<file path="src/rtl/alu_md_control_pkg.sv">
// Shared encodings for the ALU control decoder and its iterative mult/div engine.
// Holds the alu_control codes, alu_op/func constants, FSM states and the decode helper.
package alu_md_control_pkg;

  localparam logic [3:0] CTL_AND = 4'b0000;
  localparam logic [3:0] CTL_OR  = 4'b0001;
  localparam logic [3:0] CTL_ADD = 4'b0010;
  localparam logic [3:0] CTL_BEQ = 4'b0011;
  localparam logic [3:0] CTL_MUL = 4'b0100;
  localparam logic [3:0] CTL_DIV = 4'b0101;
  localparam logic [3:0] CTL_SUB = 4'b0110;
  localparam logic [3:0] CTL_SLT = 4'b0111;
  localparam logic [3:0] CTL_ILL = 4'b1111;

  localparam logic [1:0] OP_MEM   = 2'b00;
  localparam logic [1:0] OP_BEQ   = 2'b01;
  localparam logic [1:0] OP_RTYPE = 2'b10;
  localparam logic [1:0] OP_RSVD  = 2'b11;

  localparam logic [5:0] FN_ADD         = 6'b100000;
  localparam logic [5:0] FN_LEGACY_MULT = 6'b100001;
  localparam logic [5:0] FN_SUB         = 6'b100010;
  localparam logic [5:0] FN_AND         = 6'b100100;
  localparam logic [5:0] FN_OR          = 6'b100101;
  localparam logic [5:0] FN_SLT         = 6'b101010;
  localparam logic [5:0] FN_MULT        = 6'b011000;
  localparam logic [5:0] FN_MULTU       = 6'b011001;
  localparam logic [5:0] FN_DIV         = 6'b011010;
  localparam logic [5:0] FN_DIVU        = 6'b011011;

  typedef enum logic [2:0] {
    ST_IDLE = 3'd0,
    ST_MUL  = 3'd1,
    ST_DIV  = 3'd2,
    ST_FIX  = 3'd3,
    ST_DONE = 3'd4
  } state_t;

  typedef struct packed {
    logic [3:0] ctl;
    logic       illegal;
    logic       is_mul;
    logic       is_div;
    logic       is_signed;
  } decode_t;

  function automatic decode_t decode(input logic [1:0] alu_op, input logic [5:0] func,
                                     input logic legacy_mult);
    decode_t d;
    d = '{ctl: CTL_ILL, illegal: 1'b1, is_mul: 1'b0, is_div: 1'b0, is_signed: 1'b0};
    case (alu_op)
      OP_MEM: begin d.ctl = CTL_ADD; d.illegal = 1'b0; end
      OP_BEQ: begin d.ctl = CTL_BEQ; d.illegal = 1'b0; end
      OP_RTYPE: begin
        d.illegal = 1'b0;
        case (func)
          FN_ADD:   d.ctl = CTL_ADD;
          FN_SUB:   d.ctl = CTL_SUB;
          FN_AND:   d.ctl = CTL_AND;
          FN_OR:    d.ctl = CTL_OR;
          FN_SLT:   d.ctl = CTL_SLT;
          FN_MULT:  begin d.ctl = CTL_MUL; d.is_mul = 1'b1; d.is_signed = 1'b1; end
          FN_MULTU: begin d.ctl = CTL_MUL; d.is_mul = 1'b1; end
          FN_DIV:   begin d.ctl = CTL_DIV; d.is_div = 1'b1; d.is_signed = 1'b1; end
          FN_DIVU:  begin d.ctl = CTL_DIV; d.is_div = 1'b1; end
          FN_LEGACY_MULT: begin
            if (legacy_mult) begin
              d.ctl = CTL_MUL; d.is_mul = 1'b1; d.is_signed = 1'b1;
            end else begin
              d.illegal = 1'b1;
            end
          end
          default:  d.illegal = 1'b1;
        endcase
      end
      default: d.illegal = 1'b1;
    endcase
    return d;
  endfunction

endpackage

</file>
<file path="src/rtl/alu_md_control_muldiv_iter.sv">
// Iterative shift-add multiplier / restoring divider working on operand magnitudes.
// Sign correction happens in the fix step; hi/lo/div_zero only change on commit.
module muldiv_iter #(
  parameter int W = 32
) (
  input  logic         clk,
  input  logic         rst,
  input  logic         start,
  input  logic         op_div,
  input  logic         op_signed,
  input  logic [W-1:0] a,
  input  logic [W-1:0] b,
  input  logic         step,
  input  logic         fix,
  input  logic         commit,
  output logic         last,
  output logic         b_zero,
  output logic [W-1:0] hi,
  output logic [W-1:0] lo,
  output logic         div_zero
);
  localparam int CW = $clog2(W) + 1;

  logic [W:0]     acc;
  logic [W-1:0]   quo;
  logic [W:0]     dvs;
  logic [W-1:0]   a_keep;
  logic           neg_q, neg_r, is_div;
  logic [CW-1:0]  cnt;

  logic           a_neg, b_neg;
  logic [W-1:0]   a_mag, b_mag;
  logic [W+1:0]   sum;
  logic [W:0]     shifted;
  logic [W+1:0]   diff;
  logic           ge;
  logic [2*W-1:0] prod, prod_fix;
  logic [W-1:0]   q_fix, r_fix;

  // -2^(W-1) negates to 2^(W-1), which is still exact as an unsigned W-bit magnitude.
  assign a_neg = op_signed & a[W-1];
  assign b_neg = op_signed & b[W-1];
  assign a_mag = a_neg ? -a : a;
  assign b_mag = b_neg ? -b : b;

  assign sum      = {1'b0, acc} + (quo[0] ? {1'b0, dvs} : '0);
  assign shifted  = {acc[W-1:0], quo[W-1]};
  assign diff     = {1'b0, shifted} - {1'b0, dvs};
  assign ge       = ~diff[W+1];
  assign prod     = {acc[W-1:0], quo};
  assign prod_fix = neg_q ? -prod : prod;
  assign q_fix    = neg_q ? -quo : quo;
  assign r_fix    = neg_r ? -acc[W-1:0] : acc[W-1:0];

  assign last   = step & (cnt == CW'(W - 1));
  assign b_zero = is_div & (dvs == '0);

  always_ff @(posedge clk or posedge rst) begin
    if (rst) begin
      acc <= '0; quo <= '0; dvs <= '0; a_keep <= '0;
      neg_q <= 1'b0; neg_r <= 1'b0; is_div <= 1'b0; cnt <= '0;
      hi <= '0; lo <= '0; div_zero <= 1'b0;
    end else begin
      if (start) begin
        acc    <= '0;
        quo    <= a_mag;
        dvs    <= {1'b0, b_mag};
        a_keep <= a;
        neg_q  <= a_neg ^ b_neg;
        neg_r  <= a_neg;
        is_div <= op_div;
        cnt    <= '0;
      end else if (step) begin
        cnt <= cnt + 1'b1;
        if (is_div) begin
          acc <= ge ? diff[W:0] : shifted;
          quo <= {quo[W-2:0], ge};
        end else begin
          acc <= sum[W+1:1];
          quo <= {sum[0], quo[W-1:1]};
        end
      end else if (fix) begin
        if (is_div && b_zero) begin
          acc <= {1'b0, a_keep};
          quo <= '1;
        end else if (is_div) begin
          acc <= {1'b0, r_fix};
          quo <= q_fix;
        end else begin
          {acc, quo} <= {1'b0, prod_fix};
        end
      end
      if (commit) begin
        hi <= acc[W-1:0];
        lo <= quo;
        if (is_div) div_zero <= b_zero;
      end
    end
  end

endmodule

</file>
<file path="src/rtl/alu_md_control.sv">
// ALU control decoder: single-cycle ops answer in one cycle, mult/div run through muldiv_iter.
// Handshake: a request is taken on a rising edge with valid_in && ready_out; out_valid pulses once per result.
module alu_md_control
  import alu_md_control_pkg::*;
#(
  parameter int W           = 32,
  parameter int LEGACY_MULT = 1
) (
  input  logic         clk,
  input  logic         reset,
  input  logic         valid_in,
  output logic         ready_out,
  input  logic [1:0]   alu_op,
  input  logic [5:0]   func,
  input  logic [W-1:0] a,
  input  logic [W-1:0] b,
  output logic [3:0]   alu_control,
  output logic         illegal,
  output logic         out_valid,
  output logic [W-1:0] hi,
  output logic [W-1:0] lo,
  output logic         div_zero
);
  state_t  state, state_nx;
  decode_t dec;
  logic    accept, start_md, step, fix, commit, last, b_zero;

  assign dec      = decode(alu_op, func, LEGACY_MULT != 0);
  assign accept   = valid_in & ready_out;
  assign start_md = accept & (dec.is_mul | dec.is_div);

  always_ff @(posedge clk or posedge reset) begin
    if (reset) state <= ST_IDLE;
    else       state <= state_nx;
  end

  always_comb begin
    state_nx = state;
    case (state)
      ST_IDLE: if (start_md) state_nx = dec.is_div ? ST_DIV : ST_MUL;
      ST_MUL:  if (last) state_nx = ST_FIX;
      ST_DIV:  if (b_zero || last) state_nx = ST_FIX;
      ST_FIX:  state_nx = ST_DONE;
      ST_DONE: state_nx = ST_IDLE;
      default: state_nx = ST_IDLE;
    endcase
  end

  always_comb begin
    ready_out = (state == ST_IDLE);
    step      = (state == ST_MUL) || (state == ST_DIV);
    fix       = (state == ST_FIX);
    commit    = (state == ST_DONE);
  end

  always_ff @(posedge clk or posedge reset) begin
    if (reset) begin
      alu_control <= 4'b0000;
      illegal     <= 1'b0;
      out_valid   <= 1'b0;
    end else begin
      out_valid <= (accept & ~(dec.is_mul | dec.is_div)) | commit;
      if (accept) begin
        alu_control <= dec.ctl;
        illegal     <= dec.illegal;
      end
    end
  end

  muldiv_iter #(.W(W)) u_iter (
    .clk       (clk),
    .rst       (reset),
    .start     (start_md),
    .op_div    (dec.is_div),
    .op_signed (dec.is_signed),
    .a         (a),
    .b         (b),
    .step      (step),
    .fix       (fix),
    .commit    (commit),
    .last      (last),
    .b_zero    (b_zero),
    .hi        (hi),
    .lo        (lo),
    .div_zero  (div_zero)
  );

endmodule

</file>
<file path="config.mk">
export PLATFORM = sky130hd
export DESIGN_NAME = alu_md_control
export DESIGN_NICKNAME = d
export VERILOG_FILES = /design/src/rtl/alu_md_control_pkg.sv /design/src/rtl/alu_md_control_muldiv_iter.sv /design/src/rtl/alu_md_control.sv
export SDC_FILE = /design/constraint.sdc
export NUM_CORES = 1
export LEC_CHECK = 0
export ABC_AREA = 0
export CORE_UTILIZATION = 45
export CTS_CLUSTER_DIAMETER = 100
export CTS_CLUSTER_SIZE = 25
export DETAILED_ROUTE_END_ITERATION = 6
export MAX_ROUTING_LAYER = met4
export PLACE_DENSITY = 0.73
export SLEW_MARGIN = 15
export SYNTH_ARGS = -nofsm -noshare
export SYNTH_HDL_FRONTEND = slang
export SYNTH_SLANG_ARGS = --single-unit
</file>
<file path="constraint.sdc">
create_clock -name clk -period 6.65 [get_ports clk]
set_input_delay 0.9975 -clock clk [delete_from_list [all_inputs] [get_ports clk]]
set_output_delay 0.9975 -clock clk [all_outputs]
set_load 0.005 [all_outputs]
</file>
==> results.json <==
{
  "final_util_pct": 52.5,
  "crit_path_start_kind": "register",
  "path_buf_inv": 2,
  "place_hpwl_mm": 36.2,
  "grt_pass1_vias": 14900,
  "clkLatencyLatePin_ns": 0.51,
  "rsz0062_at_grt": "no",
  "syn_to_final_growth_pct": 13.6,
  "rr_worst_depth": 14,
  "cts_buffer_depth": 3,
  "synth-async-reset-ratio_pct": 100,
  "die_w_um": 191,
  "path_max_fanout": 30,
  "cp.arrival_ns": 5.10,
  "dp_cells": 2470,
  "critPathCaptureType": "register",
  "pwr-share-seq_pct": 27.4,
  "final_cell_count_no_fill": 2489,
  "row_count": 68,
  "finalClockSkew_ns": 0.0204,
  "ys_seq_area_share_pct": 32.9,
  "yosysTopAreaCell": "dfrtp_1",
  "power_mw": 9.51,
  "switching_share_pct": 49.3,
  "period_share_pct": 71.0,
  "drc": 0,
  "seqCellArea_um2": 5310,
  "p_comb_share_pct": 63.4,
  "clock_tree.htree_level_count": 1,
  "relSlewSlack_pct": 22.5,
  "worst_pin_slew_ns": 1.13,
  "power_switching_mw": 4.69,
  "slowest_delay_ns": 1.02,
  "multi_input_area_um2": 10200,
  "diodes": 0,
  "fp.dieH_um": 191,
  "route.vias.total": 15300,
  "die_area_um2": 36600,
  "r2r-end": "u_iter.acc[29]",
  "synth_edf_count": 0,
  "power.density_nw_per_um2": 519,
  "synth_cell_type_count": 82,
  "detail_route.wl_per_cell_um": 19.9,
  "crit_slowest_cell": "a2111oi_0",
  "crit_chain": "inv_1 > buf_4 > nor2_1 > ha_1 > o211ai_1 > a21oi_1 > o41ai_1 > a211oi_1 > a2111oi_0 > o311a_1 > a21oi_1 > xor2_1 > o2111ai_1 > o211ai_1",
  "core_um2": 34900,
  "grt_max_degree": 160,
  "drtAntennaViolNets": 0,
  "drtIter0Drc": 1440,
  "antenna_found_initial": 0,
  "drive_above_1_share_pct": 7.37,
  "gp_congestion": 0.965,
  "fill_cells": 3264,
  "synth_commonest_cells": "nand2_1, dfrtp_1, nor2_1",
  "r2r-start": "u_iter.quo[0]",
  "fin_tns_setup_ns": 0,
  "cts_tree": "yes",
  "yosysMostFrequentCell": "nand2_1",
  "postCtsSetupBuffers": 0,
  "gr-total-overflow": 0,
  "power.leakage_nw": 7.71,
  "dpl_worst_slack_ns": 1.74,
  "netlist_instances": 1959,
  "whs_ns": 0.486,
  "drv_cap": 0,
  "design_area_um2": 18300,
  "port_buffers": 146,
  "synthFlopType": "dfrtp_1",
  "start_util_pct": 46.2,
  "root_buffer": "clkbuf_16",
  "slew_violations": 0,
  "period_minus_slack_ns": 4.72,
  "finalWirelength_mm": 49.4,
  "ys_top_cells_by_area": "dfrtp_1, nand2_1, mux2_2, ha_1, o21ai_0",
  "status": "finished clean",
  "ys_warn_count": 0,
  "detailed_place.area_um2": 17900,
  "path_delay_family": "compound AO/OA/AOI/OAI gates",
  "worst_slack_ns": 1.93,
  "grt.total_usage_pct": 28.1,
  "min_to": "u_iter.a_keep[2]",
  "r2r_slack_ns": 1.93,
  "p_int_mw": 4.82,
  "postCtsHoldBufs": 0,
  "synth_top_area_share_pct": 32.9,
  "irDropWorstVdd_uv": 238,
  "worstSetupPathType": "register to register",
  "io_pins": 147,
  "synthesis.area_um2": 16100,
  "cp.required_ns": 7.03,
  "ys_ff_latch": 212,
  "holdCritStartpoint": "u_iter.a_keep[2]",
  "cts.sinks": 212,
  "drt_pass1_iterations": 6,
  "p_clk_share_pct": 9.2,
  "hold_class": "register to register",
  "worstHoldPathCells": 2,
  "clk_pin_slew_ns": 0.11,
  "synth_nets": 2105,
  "timing.fmax_mhz": 212,
  "post_cts.resized_instances": 0,
  "vias_per_cell": 6.16,
  "num-nets-final": 2176,
  "hold_viol": 0,
  "avgSynthCellArea_um2": 8.23,
  "grt_pass1_wl_mm": 79.6,
  "cts_buffers": 13,
  "finalSetupViolations": 0
}
## worst min-delay path, stage by stage (launching register included)
cell	delay [ns]
dfrtp_1	0.36
nand2_1	0.05
nand2_1	0.05
## cell families (layout without fill, tap and decap cells)
kind of cell               count (synthesis)  count (layout)  synth area share (%)
and+or+nand+nor                          684             684                  19.8
muxes                                    111             111                  7.51
AOI/OAI and AO/OA                        568             568                  22.6
DFF                                      212             212                  32.9
adders and majority gates                 71              71                  5.60
xor gates and xnor gates                 133             133                  7.22
buffers and inverters                    180             255                  4.39
## final cells by class
cell class,instances,area share [%]
repair buffers,167,8.90
well taps,455,3.11
flip-flops and latches,212,29.0
clock inverters,5,0.280
multi-input cells,1567,55.5
clock buffers,14,1.85
inverters,69,1.43
## how the worst max path moves through the flow
| stage | start | end | slack [ns] | cells after the start |
|---|---|---|---|---|
| global route | u_iter.quo[0] | u_iter.acc[25] | 1.63 | 13 |
| detailed placement | func[0] | u_iter.acc[11] | 1.74 | 12 |
| finish | u_iter.quo[0] | u_iter.acc[29] | 1.93 | 14 |
| CTS | u_iter.quo[0] | u_iter.acc[29] | 2.08 | 14 |
| floorplan | reset | alu_control[0] | 2.90 | 1 |
| global placement | func[0] | u_iter.acc[11] | 1.82 | 12 |
## state kept, by name, summed over array words and instances (netlist names), 4 cells and up
signal / count
u_iter.hi: 32
alu_control: 4
u_iter.a_keep: 32
u_iter.lo: 32
u_iter.quo: 32
u_iter.acc: 33
u_iter.cnt: 6
u_iter.dvs: 32
## layer usage
layer	wire length [µm]	global-route usage, %
met5	0	-
met4	1600	8.79
met3	3530	4.00
met2	22800	44.8
met1	21400	36.6
## layout by cell type, fill, tap and decap left out, types with 68 or more instances in the layout
master,count
inv_1,68
o21ai_0,158
a21oi_1,135
ha_1,69
dfrtp_1,211
nor2_1,164
xor2_1,78
clkdlybuf4s50_1,146
mux2_2,80
nand2_1,269
## power groups by stage
stage	Combinational [mW]	Clock, mW	Sequential, mW
after floorplan	4.30	0	2.27
after global placement	5.81	0	2.59
after detailed placement	5.94	0	2.61
after CTS	5.97	0.884	2.59
after global routing	6.64	0.931	2.68
final	6.04	0.872	2.61
(Power assumes the default switching activity.)
